--- src/rtl/bus_master_arbiter_rv32_pkg.sv ---
// cpu_reg_package: arbiter state encoding, default parameters and counter sizing helper
package cpu_reg_package;
  typedef enum logic [2:0] {CPU_OWN, HALT_WAIT, EXT_OWN, DRAIN, RELEASE} arb_state_t;
  localparam int arb_address_width = 32;
  localparam int arb_data_width = 32;
  localparam int arb_halt_settle_cycles = 2;
  localparam int arb_max_grant_cycles = 256;
  localparam int arb_cpu_min_cycles = 16;
  function automatic int cnt_width(input int n);
    return n > 0 ? $clog2(n + 1) : 1;
  endfunction
endpackage

--- src/rtl/bus_master_arbiter_rv32_sat_counter.sv ---
// arb_sat_counter: saturating up-counter with clear, enable and reached-limit flag
module arb_sat_counter #(
  parameter int width = 4,
  parameter int limit = 1
) (
  input  logic clk,
  input  logic rst,
  input  logic clear,
  input  logic en,
  output logic done
);
  logic [width-1:0] count;
  assign done = int'(count) >= limit;
  always_ff @(posedge clk or posedge rst)
    if (rst) count <= '0;
    else if (clear) count <= '0;
    else if (en && !done) count <= count + 1'b1;
endmodule

--- src/rtl/bus_master_arbiter_rv32.sv ---
// bus_master_arbiter_rv32: shares the RV32 bus between the CPU and one external master,
// halting the CPU while the external master performs single-beat reads and writes
module bus_master_arbiter_rv32
  import cpu_reg_package::*;
#(
  parameter int address_width = arb_address_width,
  parameter int data_width = arb_data_width,
  parameter int HaltSettleCycles = arb_halt_settle_cycles,
  parameter int MaxGrantCycles = arb_max_grant_cycles,
  parameter int CpuMinCycles = arb_cpu_min_cycles
) (
  input  logic                     clk_i,
  input  logic                     reset_i,
  input  logic [address_width-1:0] cpu_address_i,
  input  logic [data_width-1:0]    cpu_data_i,
  input  logic                     cpu_we_i,
  input  logic [3:0]               cpu_we_ram_i,
  output logic                     cpu_halt_o,
  input  logic                     ext_req_i,
  output logic                     ext_grant_o,
  input  logic                     ext_valid_i,
  output logic                     ext_ready_o,
  input  logic                     ext_we_i,
  input  logic [3:0]               ext_be_i,
  input  logic [address_width-1:0] ext_address_i,
  input  logic [data_width-1:0]    ext_wdata_i,
  output logic                     ext_rvalid_o,
  output logic [data_width-1:0]    ext_rdata_o,
  output logic [address_width-1:0] bus_address_o,
  output logic [data_width-1:0]    bus_data_o,
  output logic                     bus_we_o,
  output logic [3:0]               bus_we_ram_o,
  input  logic [data_width-1:0]    bus_rdata_i
);
  arb_state_t state, next_state;
  logic rd_pend, settle_done, grant_done, dwell_done, limit, xfer, ext_side;
  logic [address_width-1:0] last_addr;
  arb_sat_counter #(.width(4), .limit(HaltSettleCycles - 1)) u_settle (
    .clk(clk_i), .rst(reset_i), .clear(state != HALT_WAIT), .en(state == HALT_WAIT), .done(settle_done)
  );
  arb_sat_counter #(.width(cnt_width(MaxGrantCycles)), .limit(MaxGrantCycles)) u_grant (
    .clk(clk_i), .rst(reset_i), .clear(state != EXT_OWN), .en(state == EXT_OWN), .done(grant_done)
  );
  arb_sat_counter #(.width(cnt_width(CpuMinCycles)), .limit(CpuMinCycles)) u_dwell (
    .clk(clk_i), .rst(reset_i), .clear(state == RELEASE), .en(state == CPU_OWN), .done(dwell_done)
  );
  assign limit = (MaxGrantCycles != 0) && grant_done;
  assign ext_side = state == EXT_OWN || state == DRAIN;
  assign xfer = state == EXT_OWN && !limit && ext_valid_i;
  always_ff @(posedge clk_i or posedge reset_i)
    if (reset_i) begin
      state <= CPU_OWN;
      rd_pend <= 1'b0;
      last_addr <= '0;
    end else begin
      state <= next_state;
      rd_pend <= xfer && !ext_we_i;
      last_addr <= xfer ? ext_address_i : last_addr;
    end
  always_comb begin
    next_state = state;
    case (state)
      CPU_OWN:   next_state = ext_req_i && dwell_done ? HALT_WAIT : CPU_OWN;
      HALT_WAIT: next_state = settle_done ? EXT_OWN : HALT_WAIT;
      EXT_OWN:   next_state = !ext_req_i || limit ? DRAIN : EXT_OWN;
      DRAIN:     next_state = rd_pend ? DRAIN : RELEASE;
      RELEASE:   next_state = CPU_OWN;
      default:   next_state = CPU_OWN;
    endcase
  end
  // outside a transfer the bus parks on the CPU address, or the last external one while granted/draining
  always_comb begin
    cpu_halt_o = state != CPU_OWN;
    ext_grant_o = state == EXT_OWN;
    ext_ready_o = state == EXT_OWN && !limit;
    ext_rvalid_o = rd_pend;
    ext_rdata_o = rd_pend ? bus_rdata_i : '0;
    bus_address_o = xfer ? ext_address_i : ext_side ? last_addr : cpu_address_i;
    bus_data_o = ext_side ? ext_wdata_i : cpu_data_i;
    bus_we_o = state == CPU_OWN ? cpu_we_i : xfer && ext_we_i;
    bus_we_ram_o = state == CPU_OWN ? cpu_we_ram_i : xfer && ext_we_i ? ext_be_i : 4'h0;
  end
endmodule

--- config.mk ---
export PLATFORM = sky130hd
export DESIGN_NAME = bus_master_arbiter_rv32
export DESIGN_NICKNAME = d
export VERILOG_FILES = /design/src/rtl/bus_master_arbiter_rv32_pkg.sv /design/src/rtl/bus_master_arbiter_rv32_sat_counter.sv /design/src/rtl/bus_master_arbiter_rv32.sv
export SDC_FILE = /design/constraint.sdc
export NUM_CORES = 1
export LEC_CHECK = 0
export CORE_ASPECT_RATIO = 1.25
export CORE_MARGIN = 5
export CORE_UTILIZATION = 27
export CTS_CLUSTER_SIZE = 30
export DETAILED_ROUTE_END_ITERATION = 6
export PLACE_DENSITY = 0.63
export SLEW_MARGIN = 30
export SYNTH_ARGS = -nofsm -noshare
export SYNTH_HDL_FRONTEND = slang
export SYNTH_SLANG_ARGS = --single-unit
--- constraint.sdc ---
create_clock -name clk_i -period 4 [get_ports clk_i]
set_clock_uncertainty 0.1 [all_clocks]
set_input_delay 0.8 -clock clk_i [delete_from_list [all_inputs] [get_ports clk_i]]
set_output_delay 0.8 -clock clk_i [all_outputs]
set_load 0.02 [all_outputs]
==> results of run 1 <==
worst reg2reg max path, stage by stage (launching register included):
cell	delay [ns]
dfrtp_1	0.38
or3b_1	0.45
clkinv_4	0.17
and2_2	0.34
buf_12	0.20
buf_4	0.16
o21ai_0	0.08
registers in the layout (all words and copies together) (netlist names):
register	cells
state	3
u_settle.count	4
ext_rvalid_o	1
u_dwell.count	5
u_grant.count	9
last_addr	32
per-layer routing:
metal  up-vias  share of wire, %  track usage (%)  routed length, um
met3        21               7.7             4.56               1210
met4         2               1.9             5.06                297
met5         -              0.13                0                 20
li1       1927                 -                -                  -
met2       184                52             34.9               8210
met1      1892                38             21.1               5980
layout by cell type (no fill, tap or decap), types with 2 or more instances in the layout:
master | netlist | routed
nand4b_1 | 4 | 4
clkbuf_16 | 0 | 5
a21oi_1 | 7 | 7
clkinv_4 | 1 | 2
inv_1 | 36 | 35
a32o_1 | 4 | 4
nand3_1 | 32 | 32
o21ai_0 | 68 | 68
xnor2_1 | 2 | 2
or3_1 | 2 | 2
nand2b_1 | 3 | 2
a221o_1 | 3 | 3
nor2_1 | 14 | 14
ha_1 | 5 | 5
clkdlybuf4s50_1 | 0 | 278
xor2_1 | 3 | 3
nor4_1 | 3 | 3
mux2_2 | 32 | 32
dfrtp_1 | 54 | 54
or3b_2 | 2 | 2
nand2_1 | 8 | 8
mux2i_1 | 36 | 36
nor2b_1 | 5 | 4
buf_4 | 3 | 14
and2_1 | 34 | 33
buf_12 | 0 | 2
area by class of cell:
cell class,instances,area (sq um)
diodes,1,2.50
fillers,1235,6390
inverters,37,144
clock inverters,3,47.5
clock buffers,5,125
flip-flops and latches,54,1350
repair buffers,294,2930
multi-input cells,279,1970
well taps,171,214
logic make-up (layout without fill, tap and decap cells):
kind of cell | after synthesis | count (layout) | share of synthesized area, %
compound gates | 86 | 86 | 13.2
flops | 54 | 54 | 37.3
fa+ha+maj | 5 | 5 | 1.73
other cells | 0 | 1 | 0
simple gates | 115 | 115 | 18.1
buf+inv | 68 | 339 | 8.51
xor+xnor | 5 | 5 | 1.21
mux | 68 | 68 | 19.9
per-stage QoR:
| step | total power [mW] | hold WS (ns) | setup WS (ns) | utilization (%) | instances |
|---|---|---|---|---|---|
| 2_1_floorplan | 1.97 | 0.376 | 1.12 | - | 401 |
| 3_3_place_gp | 2.81 | 0.403 | 0.370 | 50.2 | 835 |
| 3_5_place_dp | 2.84 | 0.401 | 0.350 | 50.2 | 835 |
| 4_1_cts | 3.37 | 0.425 | 0.324 | 51.5 | 843 |
| 5_1_grt | 3.54 | 0.461 | 0.271 | 51.5 | 844 |
| 6_report | 3.33 | 0.427 | 0.358 | 51.5 | 844 |
report_power, final:
group | internal [mW] | switching [mW] | total [mW]
combinational | 0.981 | 0.948 | 1.93
sequential | 0.752 | 0.142 | 0.895
clock | 0.299 | 0.209 | 0.508
total | 2.03 | 1.30 | 3.33
path summary, 6_finish.rpt:
| check | from | endpoint | slack, ns | cells past startpoint |
|---|---|---|---|---|
| min in group asynchronous | reset_i | u_grant.count[1]$_DFFE_PP0P_ | 0.80 | 2 |
| max in group asynchronous | reset_i | state[2]$_DFF_PP0_ | 2.36 | 3 |
| worst min-delay path | u_settle.count[3]$_DFFE_PP0P_ | u_settle.count[3]$_DFFE_PP0P_ | 0.43 | 1 |
| worst max-delay path | ext_valid_i | bus_address_o[16] | 0.36 | 6 |
| worst min register to register | u_settle.count[3]$_DFFE_PP0P_ | u_settle.count[3]$_DFFE_PP0P_ | 0.43 | 1 |
| worst max register to register | state[0]$_DFF_PP0_ | last_addr[17]$_DFFE_PP0P_ | 2.00 | 6 |
==> results.yml, run 1 <==
run_status:
  status: "completed"
logic_synthesis:
  synth_area_sq_um: 3620
  synth_top_area_share_pct: 37.3
  synth_edf_count: 0
  synth.most_common_cell: "o21ai_0"
  postSynthCellCount: 401
  yosysTopAreaCell: "dfrtp_1"
  syn-num-nets: 580
  yosysUniqueCellTypes: 38
  ys_warn_count: 0
  synthArstFlopShare_pct: 100
  ys_ff_latch: 54
  avgSynthCellArea_sq_um: 9.02
  yosysSeqAreaShare_pct: 37.3
  synth_area_leaders: "dfrtp_1 (37%), mux2i_1 (10%), mux2_2 (10%)"
  synth_common_cells: "o21ai_0 (68), dfrtp_1 (54), inv_1 (36), mux2i_1 (36), and2_1 (34)"
  synthFlopType: "dfrtp_1"
drt:
  viasPerCell: 4.77
  antenna_left: 0
  wl_per_cell_um: 18.6
  drt_iter0_markers: 207
  vias: 4026
  firstDrtPassIters: 4
  routed_wirelength_um: 15700
  drc: 0
grt:
  antenna_found_initial: 2
  track_usage_pct: 18.8
  grt_pass1_vias: 4201
  grt_max_degree: 36
  grt-ovfl-total: 0
  grt_pass1_wl_um: 23700
critical_path:
  required_ns: 3.10
  worstPathBufferInverterCount: 3
  cp.arrival_ns: 2.74
  crit_fanout: 18
  cp_slowest_cell: "clkdlybuf4s50_1"
  path_cells: "clkdlybuf4s50_1 -> nor2b_2 -> and2_2 -> buf_4 -> o21ai_0 -> clkdlybuf4s50_1"
  startpoint_type: "primary input"
  path_delay_family: "buffers and inverters"
  endpoint_kind: "primary output"
  worst_path_largest_cell_delay_ns: 0.65
  path_class: "primary input to primary output"
  worst_path_most_repeated_cell: "clkdlybuf4s50_1"
cts:
  clkTransAtPathRegs_ns: 0.07
  cts_root_buf: "clkbuf_16"
  clk-insertion-delay-late_ns: 0.29
  cts.sinks: 54
  post_cts_resized: 0
  htreeDepth: 2
  clk_path_buf_depth: 2
  cts_hold_buf: 0
  cts_tree: "done"
  postCtsSetupBuffers: 0
  cts_made_buffers: 5
floorplan:
  die_area_sq_um: 15800
  io_pins: 279
  rows: 47
  core_area_sq_um: 13200
  initial_core_util_pct: 27.5
  die_x_um: 114
  die-height_um: 139
layout:
  syn2layout_area_growth_pct: 87.4
  drive_gt1_share_pct: 9.67
  nets: 850
  stdcell_area_sq_um: 6780
sta:
  tightest_slew_ns: 0.800
  drv_slew: 0
  rsz0062_at_grt: "false"
  setup_tns_ns: 0
  final-setup-viol-count: 0
  period_minus_slack_ns: 3.64
  finalHoldViolCount: 0
  fmax_mhz: 275
  post-route-period-util_pct: 91.0
  slew_headroom_pct: 46.7
min_path:
  hold_path.class: "flop to flop"
placement:
  dpl_cell_area_sq_um: 6610
  globalplace.congestion: 0.834
  dpl.hpwl_um: 13100
  port_buffers: 278
pwr:
  powerDensity_nw_per_um2: 491
  peakVddDrop_mv: 0.250
  power.leakage_nw: 2.90
job:
  max_cap_viol_count: 0
Power figures use the tool's default switching activity.
==> inputs of run 2 (changes only) <==
- CORE_ASPECT_RATIO: 1.25 -> 1.1
- SKIP_CTS_REPAIR_TIMING: not set -> 1
==> run 2 against run 1 <==
Register-to-register slack worse by 0.12 ns. Via count decreased by 1.4%. Sequential power grew 2%. Critical path depth unchanged. Global-route usage is 0.44 points lower. Critical endpoint is now bus_we_o. Largest cell class unchanged.
==> results.yml, run 2 (same netlist as run 1, synthesis figures left out) <==
layout:
  nFillCells: 1267
  seqCellArea_sq_um: 1350
  final_cell_mix: "clkdlybuf4s50_1 (278), o21ai_0 (68), dfrtp_1 (54)"
  drive_gt1_share_pct: 8.16
  fin_cells: 826
  regMostFlops: "last_addr"
  syn2layout_area_growth_pct: 84.5
  multi_input_area_sq_um: 1970
  largest_reg_flops: 32
  nets: 840
  top_regs: "last_addr x32, u_grant.count x9, u_dwell.count x5"
  final_common_cell: "clkdlybuf4s50_1"
sta:
  period_minus_slack_ns: 3.78
  worst_slack_ns: 0.215
  post-route-period-util_pct: 94.6
  fmax_mhz: 264
  holdWs_ns: 0.418
  slew_headroom_pct: 47.5
  setup_tns_ns: 0
  final-setup-viol-count: 0
  tightest_slew_ns: 0.787
  finalHoldViolCount: 0
  drv_slew: 0
  rsz0062_at_grt: "false"
placement:
  dp_cells: 815
  port_buffers: 278
  dpl.hpwl_um: 12200
  dp_worst_setup_slack_ns: 0.389
  globalplace.congestion: 0.794
cts:
  cts_tree: "done"
  clk-insertion-delay-late_ns: 0.29
  cts.sinks: 54
  clk_path_buf_depth: 2
  clkTransAtPathRegs_ns: 0.07
  cts_made_buffers: 5
  htreeDepth: 2
  cts_root_buf: "clkbuf_16"
grt:
  grt_util_met1_pct: 19.7
  grtUsageMet3_pct: 5.67
  grt_max_degree: 71
  antenna_found_initial: 3
  busiest_layer: "met2"
  grt_pass1_wl_um: 23200
  grt_use_met2_pct: 34.1
  grt-ovfl-total: 0
  track_usage_pct: 18.4
  grt_pass1_vias: 4096
critical_path:
  regToRegSetupSlack_ns: 1.88
  path_class: "flop to primary output"
  path_cells: "or3b_1 -> clkinv_4 -> and2_2 -> buf_12 -> a22o_1 -> clkdlybuf4s50_1"
  startpoint_type: "flop"
  reg2reg_depth: 5
  cp_slowest_cell: "clkdlybuf4s50_1"
  cp.arrival_ns: 2.88
  worst_path_largest_cell_delay_ns: 0.65
  r2r-start: "state[1]$_DFF_PP0_"
  required_ns: 3.10
  r2r-end: "last_addr[3]$_DFFE_PP0P_"
  endpoint_kind: "primary output"
  crit_fanout: 70
drt:
  firstDrtPassIters: 5
  drc: 0
  drt_iter0_markers: 163
  routed_wirelength_um: 15200
  viasPerCell: 4.80
  vias: 3968
  wl_per_cell_um: 18.5
  antenna_left: 0
pwr:
  powerDensity_nw_per_um2: 485
  switching_share_pct: 39.6
  p_comb_share_pct: 58.0
  power.leakage_nw: 2.84
  power_frac_seq_pct: 28.2
  pwr-share-clk_pct: 13.7
  p_sw_mw: 1.28
  power_mw: 3.24
  p_int_mw: 1.95
  peakVddDrop_mv: 0.263
floorplan:
  core_area_sq_um: 13200
  initial_core_util_pct: 27.5
  die_area_sq_um: 15800
  die-height_um: 131
  die_x_um: 120
  io_pins: 279
  rows: 44
job:
  max_cap_viol_count: 0
min_path:
  whs_endpoint: "u_settle.count[2]$_DFFE_PP0P_"
  min_delay_path_depth: 2
  hold_path.class: "flop to flop"
  min_from: "u_settle.count[2]$_DFFE_PP0P_"
run_status:
  status: "completed"
[run 2: stage by stage]
step / instance area [sq um] / utilization [%]
floorplan: 3620 / -
global placement: 6520 / 49.6
detailed placement: 6520 / 49.6
CTS: 6670 / 50.7
global route: 6680 / 50.7
finish: 6680 / 50.7
[run 2: cell type report]
cell class                      instances  area share (%)
Tap cell                              161            3.02
Clock inverter                          1          0.0750
Clock buffer                            7            2.14
Inverter                               37            2.16
Antenna cell                            3           0.112
Timing Repair Buffer                  284            42.7
Sequential cell                        54            20.2
Multi-Input combinational cell        279            29.5
[run 2: critical path, delay by kind of cell (launching register included)]
family / cells / cell delay (ns)
flip-flops: 1 / 0.58
buffers and inverters: 3 / 1.00
AO/OA/AOI/OAI: 1 / 0.20
AND/OR/NAND/NOR: 2 / 0.74
[run 2: layer usage]
layer	up-vias	routed length, um
met5	-	0
met4	0	276
met3	14	1280
met2	182	8070
met1	1856	5620
li1	1916	-
[run 2: how the worst max path moves through the flow]
stage | from | end | cells past startpoint
3_5_place_dp | ext_valid_i | bus_address_o[11] | 6
4_1_cts | state[1]$_DFF_PP0_ | bus_address_o[11] | 6
2_1_floorplan | ext_valid_i | bus_address_o[10] | 6
6_report | state[1]$_DFF_PP0_ | bus_we_o | 6
5_1_grt | state[1]$_DFF_PP0_ | bus_address_o[11] | 6
3_3_place_gp | ext_valid_i | bus_address_o[11] | 6
[run 2: power by group through the flow]
| stage | Combinational (mW) | Sequential, mW | Clock, mW |
|---|---|---|---|
| floorplan | 1.11 | 0.858 | 0 |
| global placement | 1.86 | 0.908 | 0 |
| detailed placement | 1.89 | 0.918 | 0 |
| CTS | 1.90 | 0.913 | 0.461 |
| global route | 2.02 | 0.946 | 0.482 |
| finish | 1.88 | 0.914 | 0.445 |
==> inputs of run 3 (changes only) <==
- CTS_CLUSTER_DIAMETER: not set -> 120
==> results of run 3 <==
Same layout as run 2: the final DEF is identical, and so are final timing and power.
